--- config.mk ---
export PLATFORM = sky130hd
export DESIGN_NAME = uart_transceiver
export DESIGN_NICKNAME = d
export VERILOG_FILES = /design/src/rtl/uart_pkg.sv /design/src/rtl/uart_bit_timer.sv /design/src/rtl/uart_transceiver.sv
export SDC_FILE = /design/constraint.sdc
export NUM_CORES = 1
export LEC_CHECK = 0
export ABC_AREA = 0
export CAP_MARGIN = 25
export CORE_UTILIZATION = 49
export CTS_CLUSTER_DIAMETER = 80
export DETAILED_ROUTE_END_ITERATION = 7
export PLACE_DENSITY = 0.82
export SLEW_MARGIN = 20
export SYNTH_ARGS = -nofsm -noshare
export SYNTH_HDL_FRONTEND = slang
export SYNTH_SLANG_ARGS = --single-unit
--- constraint.sdc ---
create_clock -name i_clk -period 2.38 [get_ports i_clk]
set_input_delay 0.476 -clock i_clk [delete_from_list [all_inputs] [get_ports i_clk]]
set_output_delay 0.476 -clock i_clk [all_outputs]
set_load 0.03 [all_outputs]
--- src/rtl/uart_pkg.sv ---
// Shared types and helpers for the UART transceiver.
//   tx_state_t / rx_state_t : FSM state encodings for the TX and RX paths
//   BIT_IDX_W               : width of the data-bit index (covers up to 9 data bits)
//   cnt_width()             : counter width needed to count one bit period
package uart_pkg;

    typedef enum logic [2:0] {
        TX_IDLE,
        TX_START,
        TX_DATA,
        TX_STOP,
        TX_DONE
    } tx_state_t;

    typedef enum logic [1:0] {
        RX_IDLE,
        RX_START,
        RX_DATA,
        RX_STOP
    } rx_state_t;

    localparam int BIT_IDX_W = 4;

    // Counters only ever hold 0..period-1, so $clog2(period) bits suffice.
    function automatic int cnt_width(input int period);
        return (period < 2) ? 1 : $clog2(period);
    endfunction

endpackage

--- src/rtl/uart_bit_timer.sv ---
// Bit-period timer: counts clock cycles and pulses o_tick on the cycle in which
// the count equals i_last (period - 1), then restarts from zero.
//   i_clk   : system clock
//   i_rst   : synchronous active-high reset
//   i_clear : synchronous clear, holds the count at zero
//   i_last  : terminal count (period - 1); may change between periods
//   o_tick  : high for one cycle at the end of each period
module uart_bit_timer
    import uart_pkg::*;
#(
    parameter  int p_PERIOD = 52,
    localparam int W        = cnt_width(p_PERIOD)
) (
    input  logic         i_clk,
    input  logic         i_rst,
    input  logic         i_clear,
    input  logic [W-1:0] i_last,
    output logic         o_tick
);

    logic [W-1:0] cnt;

    assign o_tick = (cnt == i_last);

    // NOTE: sequential state is updated with non-blocking assignments only, so
    // every register samples the pre-edge value of every other register.
    always_ff @(posedge i_clk) begin
        if (i_rst || i_clear || o_tick) begin
            cnt <= '0;
        end else begin
            cnt <= cnt + 1'b1;
        end
    end

endmodule

--- src/rtl/uart_transceiver.sv ---
// Full-duplex UART datapath: one 8N1-style transmitter and one receiver sharing
// a clock and baud divisor. Frame = start(0), p_WORD_LEN data bits LSB first, stop(1).
//   i_clk, i_rst     : clock, synchronous active-high reset
//   i_send, i_data   : TX request (level) and word, latched when accepted in IDLE
//   o_tx             : registered serial output, idles high
//   o_active, o_done : TX frame in progress / one-cycle completion pulse
//   i_rx             : asynchronous serial input
//   o_data, o_ready  : last good RX word / one-cycle update pulse
module uart_transceiver
    import uart_pkg::*;
#(
    parameter int p_CLK_DIV  = 52,
    parameter int p_WORD_LEN = 8
) (
    input  logic                  i_clk,
    input  logic                  i_rst,
    input  logic                  i_send,
    input  logic [p_WORD_LEN-1:0] i_data,
    output logic                  o_tx,
    output logic                  o_active,
    output logic                  o_done,
    input  logic                  i_rx,
    output logic [p_WORD_LEN-1:0] o_data,
    output logic                  o_ready
);

    localparam int                   c_CW        = cnt_width(p_CLK_DIV);
    localparam logic [c_CW-1:0]      c_FULL_LAST = c_CW'(p_CLK_DIV - 1);
    localparam logic [c_CW-1:0]      c_HALF_LAST = c_CW'(p_CLK_DIV / 2 - 1);
    localparam logic [BIT_IDX_W-1:0] c_LAST_IDX  = BIT_IDX_W'(p_WORD_LEN - 1);

    // ------------------------------------------------------------------ TX
    tx_state_t               tx_state, tx_next;
    logic [p_WORD_LEN-1:0]   tx_shift, tx_shift_n;
    logic [BIT_IDX_W-1:0]    tx_idx, tx_idx_n;
    logic                    tx_tick, tx_clear;
    logic                    tx_d, active_d, done_d;

    uart_bit_timer #(.p_PERIOD(p_CLK_DIV)) u_tx_timer (
        .i_clk   (i_clk),
        .i_rst   (i_rst),
        .i_clear (tx_clear),
        .i_last  (c_FULL_LAST),
        .o_tick  (tx_tick)
    );

    // Timer runs only inside a frame so START begins a fresh bit period.
    assign tx_clear = (tx_state == TX_IDLE) || (tx_state == TX_DONE);

    // NOTE: every signal written here gets a default first; a path that left
    // one unassigned would infer a latch.
    always_comb begin
        tx_next    = tx_state;
        tx_shift_n = tx_shift;
        tx_idx_n   = tx_idx;
        unique case (tx_state)
            TX_IDLE: begin
                if (i_send) begin
                    tx_shift_n = i_data;
                    tx_idx_n   = '0;
                    tx_next    = TX_START;
                end
            end
            TX_START: if (tx_tick) tx_next = TX_DATA;
            TX_DATA: begin
                if (tx_tick) begin
                    tx_shift_n = tx_shift >> 1;
                    if (tx_idx == c_LAST_IDX) tx_next  = TX_STOP;
                    else                      tx_idx_n = tx_idx + 1'b1;
                end
            end
            TX_STOP: if (tx_tick) tx_next = TX_DONE;
            TX_DONE: tx_next = TX_IDLE;
            default: tx_next = TX_IDLE;
        endcase

        // Outputs are decoded from the next state and registered, so they
        // change on the same edge as the state and never glitch.
        tx_d     = 1'b1;
        if (tx_next == TX_START) tx_d = 1'b0;
        if (tx_next == TX_DATA)  tx_d = tx_shift_n[0];
        active_d = (tx_next == TX_START) || (tx_next == TX_DATA) || (tx_next == TX_STOP);
        done_d   = (tx_next == TX_DONE);
    end

    always_ff @(posedge i_clk) begin
        if (i_rst) begin
            tx_state <= TX_IDLE;
            tx_shift <= '0;
            tx_idx   <= '0;
            o_tx     <= 1'b1;
            o_active <= 1'b0;
            o_done   <= 1'b0;
        end else begin
            tx_state <= tx_next;
            tx_shift <= tx_shift_n;
            tx_idx   <= tx_idx_n;
            o_tx     <= tx_d;
            o_active <= active_d;
            o_done   <= done_d;
        end
    end

    // ------------------------------------------------------------------ RX
    rx_state_t               rx_state, rx_next;
    logic [p_WORD_LEN-1:0]   rx_shift, rx_shift_n;
    logic [BIT_IDX_W-1:0]    rx_idx, rx_idx_n;
    logic                    rx_meta, rx_sync;
    logic                    rx_tick, rx_clear, rx_load;
    logic [c_CW-1:0]         rx_last;

    // START waits half a bit to land on mid-bit; later periods are full bits.
    // The tick at the end of START wraps the counter, so no clear is needed
    // when the terminal count switches.
    assign rx_last  = (rx_state == RX_START) ? c_HALF_LAST : c_FULL_LAST;
    assign rx_clear = (rx_state == RX_IDLE);

    uart_bit_timer #(.p_PERIOD(p_CLK_DIV)) u_rx_timer (
        .i_clk   (i_clk),
        .i_rst   (i_rst),
        .i_clear (rx_clear),
        .i_last  (rx_last),
        .o_tick  (rx_tick)
    );

    always_comb begin
        rx_next    = rx_state;
        rx_shift_n = rx_shift;
        rx_idx_n   = rx_idx;
        rx_load    = 1'b0;
        unique case (rx_state)
            RX_IDLE: if (!rx_sync) rx_next = RX_START;
            RX_START: begin
                if (rx_tick) begin
                    if (rx_sync) begin
                        rx_next = RX_IDLE;      // glitch, not a start bit
                    end else begin
                        rx_idx_n = '0;
                        rx_next  = RX_DATA;
                    end
                end
            end
            RX_DATA: begin
                if (rx_tick) begin
                    rx_shift_n = {rx_sync, rx_shift[p_WORD_LEN-1:1]};
                    if (rx_idx == c_LAST_IDX) rx_next  = RX_STOP;
                    else                      rx_idx_n = rx_idx + 1'b1;
                end
            end
            RX_STOP: begin
                // Leave at mid-stop so the next start edge is not missed; a
                // low stop bit is a framing error and the word is dropped.
                if (rx_tick) begin
                    rx_load = rx_sync;
                    rx_next = RX_IDLE;
                end
            end
            default: rx_next = RX_IDLE;
        endcase
    end

    always_ff @(posedge i_clk) begin
        if (i_rst) begin
            rx_meta  <= 1'b1;
            rx_sync  <= 1'b1;
            rx_state <= RX_IDLE;
            rx_shift <= '0;
            rx_idx   <= '0;
            o_data   <= '0;
            o_ready  <= 1'b0;
        end else begin
            rx_meta  <= i_rx;
            rx_sync  <= rx_meta;
            rx_state <= rx_next;
            rx_shift <= rx_shift_n;
            rx_idx   <= rx_idx_n;
            o_ready  <= rx_load;
            if (rx_load) o_data <= rx_shift;
        end
    end

endmodule

==> qor.yml, run 1 <==
drive_gt1_share_pct: 8.83
grt_antenna_before_repair: 0
peakVddDrop_uv: 434
hold_buffers: 0
min_path_type: "register to register"
cp_cell_sequence: "nor3b_1 -> a31oi_1 -> buf_4 -> or3_1 -> a21oi_1"
postSynthCellCount: 258
die_h_um: 71.9
die_w_um: 71.9
critical_path.top_delay_family: "simple AND/OR/NAND/NOR gates"
rows: 25
synth_edf_count: 0
clock_sinks: 55
wirelength_mm: 4.20
n_antenna_cell: 0
postRouteAntennaNets: 0
finalSetupViolCount: 0
ys_ff_latch: 55
synthArstFlopShare_pct: 0
via_per_inst: 5.34
finish.instance_area_mm2: 0.00279
yosysTopAreaCell: "dfxtp_1"
arrival_ps: 2180
max_stage_delay_ps: 560
dr.pass1.iters: 4
synth_seq_area_share_pct: 46.0
period_minus_slack_ps: 1940
maxSlewViolCount: 0
cts_tree: "yes"
max_freq_mhz: 515
crit_type: "register to register"
critical_path_depth: 5
routabilityCongestion: 0.848
postCtsResizedCells: 0
start_util_pct: 50.6
holdPathStages: 1
crit_slowest_cell: "dfxtp_1"
outcome: "finished, final reports clean"
hold_violations: 0
setup_tns_ps: 0
synth.distinct_cells: 52
netlist_area_mm2: 0.00239
rsz0062_at_grt: "no"
syn-num-nets: 274
dp_hpwl_mm: 3.06
drc: 0
cp_max_fo: 11
grt_pass1_wl_mm: 7.16
placed_area_mm2: 0.00271
fin_crit_sh_pct: 81.7
clock_path_buffers: 2
required_ps: 2620
vias: 1870
p_per_area_mw_per_mm2: 559
synth_area_leaders: "dfxtp_1 (46%), mux2i_1 (7.1%), nand2_1 (4.7%), nor2_1 (3.9%), a21oi_1 (2.9%)"
fin_skew_ps: 9.41
max-cap-violations: 0
grt_max_degree: 19
numCtsBuffers: 5
final_util_pct: 59.2
rr_worst_depth: 5
yosys.cell_count.top_type: "dfxtp_1"
drt_iter0_drc: 88
synth_top_cell_area_share_pct: 46.0
synthFlopType: "dfxtp_1"
avgRoutedWirePerCell_um: 12.0
synthToLayoutAreaGrowth_pct: 16.8
cp-end-kind: "register"
clk_pin_slew_worst_paths_ps: 100
power_leakage_uw: 0.000970
overflow: 0
yosysWarnings: 0
core_region_area_mm2: 0.00472
max-slew-margin-rel_pct: 67.1
clock_latency_ps: 300
cts-root-buf: "clkbuf_8"
final_nets: 298
groute.usage.overall_pct: 17.4
path_buf_inv: 1
ios: 24
grt_pass1_vias: 1605
worstSetupStartpointType: "register"
portBuffers: 23
synth_common_cells: "dfxtp_1 (55), nand2_1 (30), nor2_1 (25)"
cts-htree-levels: 2
postCtsSetupBuffers: 0
design.die.area_mm2: 0.00516
worst_slew_pin_slew_ps: 492
postSynthAreaPerCell_um2: 9.27
[registers in the layout, summed over array words and instances, names as in the netlist, 3 cells and up, named ones only]
register and cells:
u_tx_timer.cnt 6, rx_idx 4, tx_state 3, u_rx_timer.cnt 6
tx_shift 8, rx_shift 8, tx_idx 4, o_data 8
[final timing paths]
check / end / slack (ps) / start
worst max-delay path: tx_idx[0] / 440 / tx_state[1]
worst min register to register: rx_sync / 440 / rx_meta
worst min-delay path: rx_sync / 440 / rx_meta
worst max register to register: tx_idx[0] / 440 / tx_state[1]
[report_power, final]
group,internal (µW),leakage (µW),switching [µW]
Sequential,938,0.000446,15.0
Clock,205,0.0000402,298
Combinational,52.2,0.000483,53.1
Total,1200,0.000970,367
[metal layers]
metal	track usage, %	part of all wire [%]	vias up	wire [µm]
met5	0	0	-	0
met4	4.58	0.26	0	11
met3	5.49	4.6	2	193
met2	27.6	49	44	2060
met1	22.9	46	871	1940
li1	-	-	953	-
[cells by family (layout without fill, tap and decap cells)]
logic type / count (synthesis) / in the layout / share of synthesized area [%]
xor gates and xnor gates: 9 / 9 / 3.30
DFF: 55 / 55 / 46.0
and+or+nand+nor: 109 / 109 / 25.0
buffers and inverters: 18 / 43 / 2.98
adders and majority gates: 4 / 4 / 2.09
muxes: 19 / 19 / 8.22
AOI/OAI and AO/OA: 44 / 44 / 12.4
[final cells by class]
cell class                      instances  area [µm²]
Fill cell                             428        1930
Multi-Input combinational cell        185        1220
Sequential cell                        55        1100
Timing Repair Buffer                   30         283
Tap cell                               67        83.8
Clock buffer                            5        68.8
Clock inverter                          3        20.0
Inverter                                5        18.8
[metrics by stage]
| stage | cells | hold slack [ps] | total power [µW] | setup slack, ps |
|---|---|---|---|---|
| 4_1_cts | 350 | 434 | 1580 | 429 |
| 6_report | 350 | 436 | 1560 | 437 |
| 2_1_floorplan | 258 | 389 | 1030 | 630 |
| 3_5_place_dp | 342 | 396 | 1080 | 275 |
| 3_3_place_gp | 342 | 405 | 1080 | 309 |
| 5_1_grt | 350 | 463 | 1630 | 215 |
[cell usage in the layout, fill, tap and decap left out, types with 4 or more instances in the layout]
master / n
dfxtp_1: 55
nand2_1: 30
nor2_1: 25
clkdlybuf4s50_1: 23
mux2i_1: 17
a21oi_1: 14
nand3_1: 9
buf_4: 7
a22oi_1: 6
o21ai_0: 6
inv_1: 5
xor2_1: 5
nor3_1: 5
clkbuf_8: 5
xnor2_1: 4
o31ai_1: 4
ha_1: 4
Power figures use the tool's default switching activity.
==> run 2, diff against run 1 <==
Clock period 2.38 ns to 1.8 ns, I/O delays scaled along.
==> run 2 against run 1 <==
Compared with the run above: cell area increased by 7.2%; critical path depth decreased by 1; cell count rose by 5.4%; clock power grew 37%; combinational power grew 49%; register-to-register slack lost 380 ps; via count increased by 5.0%; largest cell class unchanged; critical path type unchanged; total power up 35%; setup slack got worse by 380 ps.
==> qor.yml, run 2 (synthesized netlist as in run 1, its figures left out) <==
outcome: "finished, final reports clean"
worst-r2r-setup-slack_ps: 60  # -380 ps
peakVddDrop_uv: 509  # +17%
reg2reg_from: "rx_state[0]"
holdPathStages: 1  # unchanged
drc: 0  # unchanged
grt_pass1_vias: 1763  # +9.8%
max_freq_mhz: 574  # +12%
num-fill-cells: 403  # -5.8%
cp_max_fo: 4  # -7
final_nets: 317  # +6.4%
clock_latency_ps: 320  # +20 ps
dr.pass1.iters: 4  # unchanged
fin_skew_ps: 12.1  # +2.72 ps
maxSlewViolCount: 0  # unchanged
groute.usage.overall_pct: 18.7  # +1.3 points
ios: 24  # unchanged
period_minus_slack_ps: 1740  # -201 ps
worstSetupStartpointType: "register"
n_antenna_cell: 0  # unchanged
cts-htree-levels: 2  # unchanged
cp-end-kind: "register"
place_worst_setup_slack_ps: -161  # -436 ps
drt_iter0_drc: 136  # +55%
vias: 1963  # +5.0%
required_ps: 2060  # -560 ps
cp_cell_sequence: "or3b_4 -> a2111oi_4 -> or3b_1 -> a21oi_1"
hold_buffers: 0  # unchanged
postRouteAntennaNets: 0  # unchanged
numCtsBuffers: 5  # unchanged
r2r_end: "rx_idx[3]"
cts-root-buf: "clkbuf_8"
drive_gt1_share_pct: 18.2  # +9.4 points
routabilityCongestion: 0.834  # -1.6%
clock_path_buffers: 2  # unchanged
finalSetupViolCount: 0  # unchanged
critical_path_depth: 4  # -1
power_leakage_uw: 0.00108  # +12%
rr_worst_depth: 4  # -1
worst_slew_pin_slew_ps: 339  # -153 ps
reg_top3: "o_data: 8 flops, rx_shift: 8 flops, tx_shift: 8 flops"
crit_slowest_cell: "or3b_4"
fin_ws_ps: 57.1  # -379 ps
min_path_type: "register to register"
regArea_mm2: 0.00111  # +0.45%
p_per_area_mw_per_mm2: 702  # +26%
portBuffers: 23  # unchanged
fin_crit_sh_pct: 96.8  # +15 points
avgRoutedWirePerCell_um: 12.5  # +4.3%
die_w_um: 71.9  # unchanged
path_buf_inv: 0  # -1
arrival_ps: 2000  # -180 ps
mostFrequentLayoutCell: "dfxtp_1"
core_region_area_mm2: 0.00472  # unchanged
crit_type: "register to register"
grt_antenna_before_repair: 0  # unchanged
start_util_pct: 50.6  # unchanged
hold_violations: 0  # unchanged
final_cell_mix: "dfxtp_1 (51), nand2_1 (30), nor2_1 (25), buf_4 (25), clkdlybuf4s50_1 (23)"
design.die.area_mm2: 0.00516  # unchanged
via_per_inst: 5.32  # -0.43%
cts_tree: "yes"
overflow: 0  # unchanged
holdCritStartpoint: "rx_meta"
wirelength_mm: 4.62  # +10%
max-cap-violations: 0  # unchanged
max_stage_delay_ps: 410  # -150 ps
dp_hpwl_mm: 3.28  # +7.1%
die_h_um: 71.9  # unchanged
synthToLayoutAreaGrowth_pct: 25.3
critical_path.top_delay_family: "simple AND/OR/NAND/NOR gates"
grt_max_degree: 26  # +7
grt_pass1_wl_mm: 7.58  # +6.0%
rows: 25  # unchanged
multi_input_area_mm2: 0.00125  # +3.0%
clk_pin_slew_worst_paths_ps: 100  # about the same
final_util_pct: 63.4  # +4.3 points
max-slew-margin-rel_pct: 77.4  # +10 points
clock_sinks: 55  # unchanged
hold-path-endpoint: "rx_sync"
[run 2: changes by cell type in the layout (fill, tap and decap cells not counted), sizes merged]
cell,delta
clkinv,+1
clkinvlp,-1
buf,+19
[run 2: how the worst max path moves through the flow]
stage | start | endpoint | slack [ps]
floorplan | u_rx_timer.cnt[3] | rx_idx[1] | 50
global placement | i_send | tx_idx[0] | -110
detailed placement | i_send | tx_idx[0] | -160
CTS | u_rx_timer.cnt[3] | rx_idx[1] | 2
global route | rx_state[0] | rx_idx[3] | -10
finish | rx_state[0] | rx_idx[3] | 60
[run 2: repair_timing]
item | CTS | global route
resized for setup | 3 | 10
buffers inserted | 0 | 1
pin swaps | 0 | 4
endpoints found under the setup margin | 2 | 5
[run 2: final cells by class]
class	count	share of cell area, %
Timing Repair Buffer	49	14.6
Multi-Input combinational cell	185	41.9
Clock inverter	3	0.835
Inverter	5	0.627
Clock buffer	5	2.30
Sequential cell	55	36.9
Tap cell	67	2.80
[run 2: per-layer routing]
metal	GRT usage, %	part of all wire (%)	wire [µm]	vias up
li1	-	-	-	996
met1	22.7	46	2120	908
met2	31.9	49	2250	52
met3	4.08	3.9	182	7
met4	7.84	1.5	71	0
met5	0	0	0	-
[run 2: power by group]
part	internal (µW)	leakage (µW)	switching [µW]
sequential	1240	0.000448	14.1
combinational	76.8	0.000592	79.4
clock	279	0.0000443	412
total	1600	0.00108	506
[run 2: metrics by stage]
step / hold WS (ps) / area (µm²) / cells / power [µW] / setup TNS (ps)
6_report: 421 / 3000 / 369 / 2100 / 0
5_1_grt: 437 / 3000 / 369 / 2180 / -14.9
4_1_cts: 423 / 2960 / 368 / 2120 / 0
3_5_place_dp: 398 / 2850 / 360 / 1440 / -659
3_3_place_gp: 404 / 2850 / 360 / 1430 / -307
2_1_floorplan: 389 / 2390 / 258 / 1370 / 0
==> run 3, diff against run 2 <==
Settings changed: PLACE_DENSITY 0.82 to 0.85, SLEW_MARGIN 20 to not set.
Clock period 1.8 ns to 1.6 ns, I/O delays scaled along.
==> run 3 against run 2 <==
Compared with the run above: the flow now finishes with violations (negative setup slack); hold slack improved by 17 ps; critical path depth is the same; combinational power rose by 37%; critical path type unchanged; critical endpoint unchanged; largest cell class unchanged.
==> qor.yml, run 3 (synthesized netlist as in run 1, its figures left out) <==
finalPower_uw: 2450  # +17%
die_w_um: 71.9  # unchanged
synthToLayoutAreaGrowth_pct: 38.8
clock_path_buffers: 2  # unchanged
cts_tree: "yes"
reg_top3: "o_data: 8 flops, rx_shift: 8 flops, tx_shift: 8 flops"
finish.instance_area_mm2: 0.00332  # +11%
grt_pass1_vias: 1935  # +9.8%
design.die.area_mm2: 0.00516  # unchanged
max_freq_mhz: 587  # +2.2%
crit_type: "register to register"
final_nets: 341  # +7.6%
grt_antenna_before_repair: 0  # unchanged
outcome: "finished, violations left"
wirelength_mm: 5.59  # +21%
final_util_pct: 70.3  # +6.9 points
violations: "negative setup slack"
power_leakage_uw: 0.00127  # +17%
max-slew-margin-rel_pct: 69.3  # -8.1 points
peakVddDrop_uv: 589  # +16%
grt_max_degree: 20  # -23%
worstSetupStartpointType: "register"
instances_no_fill: 393  # +6.5%
required_ps: 1870  # -190 ps
grt_pass1_wl_mm: 8.71  # +15%
clk_pin_slew_worst_paths_ps: 110  # about the same
portBuffers: 23  # unchanged
cp-end-kind: "register"
groute.usage.overall_pct: 21.7  # +3.0 points
core_region_area_mm2: 0.00472  # unchanged
drive_gt1_share_pct: 31.3  # +13 points
mostFrequentLayoutCell: "buf_4"
drt_iter0_drc: 126  # -7.4%
placed_area_mm2: 0.00302  # +5.7%
die_h_um: 71.9  # unchanged
fin_skew_ps: 11.2  # -0.939 ps
final_cell_mix: "buf_4 (45), dfxtp_1 (44), nand2_1 (30)"
postRouteAntennaNets: 0  # unchanged
dr.pass1.iters: 4  # unchanged
period_minus_slack_ps: 1700  # -38.1 ps
finalSetupViolCount: 12  # +12
setup_tns_ps: -582  # -582 ps
drc: 0  # unchanged
worst_slew_pin_slew_ps: 460  # +121 ps
cp_max_fo: 3  # -1
n_antenna_cell: 0  # unchanged
fin_ws_ps: -105  # -162 ps
ios: 24  # unchanged
hold_violations: 0  # unchanged
arrival_ps: 1970  # -30 ps
hold_buffers: 0  # unchanged
rows: 25  # unchanged
rsz0062_at_grt: "yes"
fin_crit_sh_pct: 107  # +9.7 points
clock_latency_ps: 330  # about the same
vias: 2123  # +8.2%
clock_sinks: 55  # unchanged
min_path_type: "register to register"
start_util_pct: 50.6  # unchanged
p_per_area_mw_per_mm2: 740  # +5.4%
numCtsBuffers: 5  # unchanged
cts-root-buf: "clkbuf_8"
overflow: 0  # unchanged
avgRoutedWirePerCell_um: 14.2  # +14%
place_inst: 376  # +4.4%
max-cap-violations: 0  # unchanged
cts-htree-levels: 2  # unchanged
maxSlewViolCount: 0  # unchanged
dp_hpwl_mm: 3.63  # +11%
via_per_inst: 5.40  # +1.5%
routabilityCongestion: 0.925  # +11%
run 3: critical path: stages, from the launching register on:
cell and delay [ps]:
dfxtp_2 350, or3b_4 400, a2111oi_4 390, or3b_1 390
a21oi_2 120
run 3: path summary, 6_finish.rpt:
kind | start | endpoint | slack [ps] | depth (start not counted)
min reg2reg | rx_meta | rx_sync | 440 | 1
max reg2reg | rx_state[0] | rx_idx[3] | -100 | 4
min | rx_meta | rx_sync | 440 | 1
max | rx_state[0] | rx_idx[3] | -100 | 4
run 3: repair_timing:
item                                    CTS  global route
endpoints found under the setup margin   44            36
gates resized for setup                  26            24
cloned                                    1             0
pin swaps                                 5            10
buffers inserted                          3             5
endpoints found under the hold margin     0             0
run 3: per-layer routing:
layer / GRT usage (%) / share of wire, % / wire length [µm]
met5: 0 / 0 / 0
met3: 5.63 / 3.6 / 202
met2: 36.4 / 51 / 2860
met4: 6.97 / 1.4 / 78
met1: 27.2 / 44 / 2450
run 3: stage by stage:
step / hold slack [ps] / worst slack, ps
6_report: 438 / -105
5_1_grt: 465 / -150
4_1_cts: 440 / -104
3_5_place_dp: 410 / -304
3_3_place_gp: 398 / -217
2_1_floorplan: 389 / -115
run 3: power by group:
group	internal, µW	leakage (µW)	switching (µW)
sequential	1400	0.000450	18.8
clock	322	0.0000463	503
combinational	108	0.000770	106
total	1830	0.00127	628
run 3: final cells by class:
| class | instances | area, µm² |
|---|---|---|
| multi-input cells | 186 | 1390 |
| flip-flops and latches | 55 | 1110 |
| clock buffers | 5 | 68.8 |
| well taps | 67 | 83.8 |
| inverters | 5 | 18.8 |
| clock inverters | 3 | 27.5 |
| fillers | 344 | 1400 |
| repair buffers | 72 | 616 |
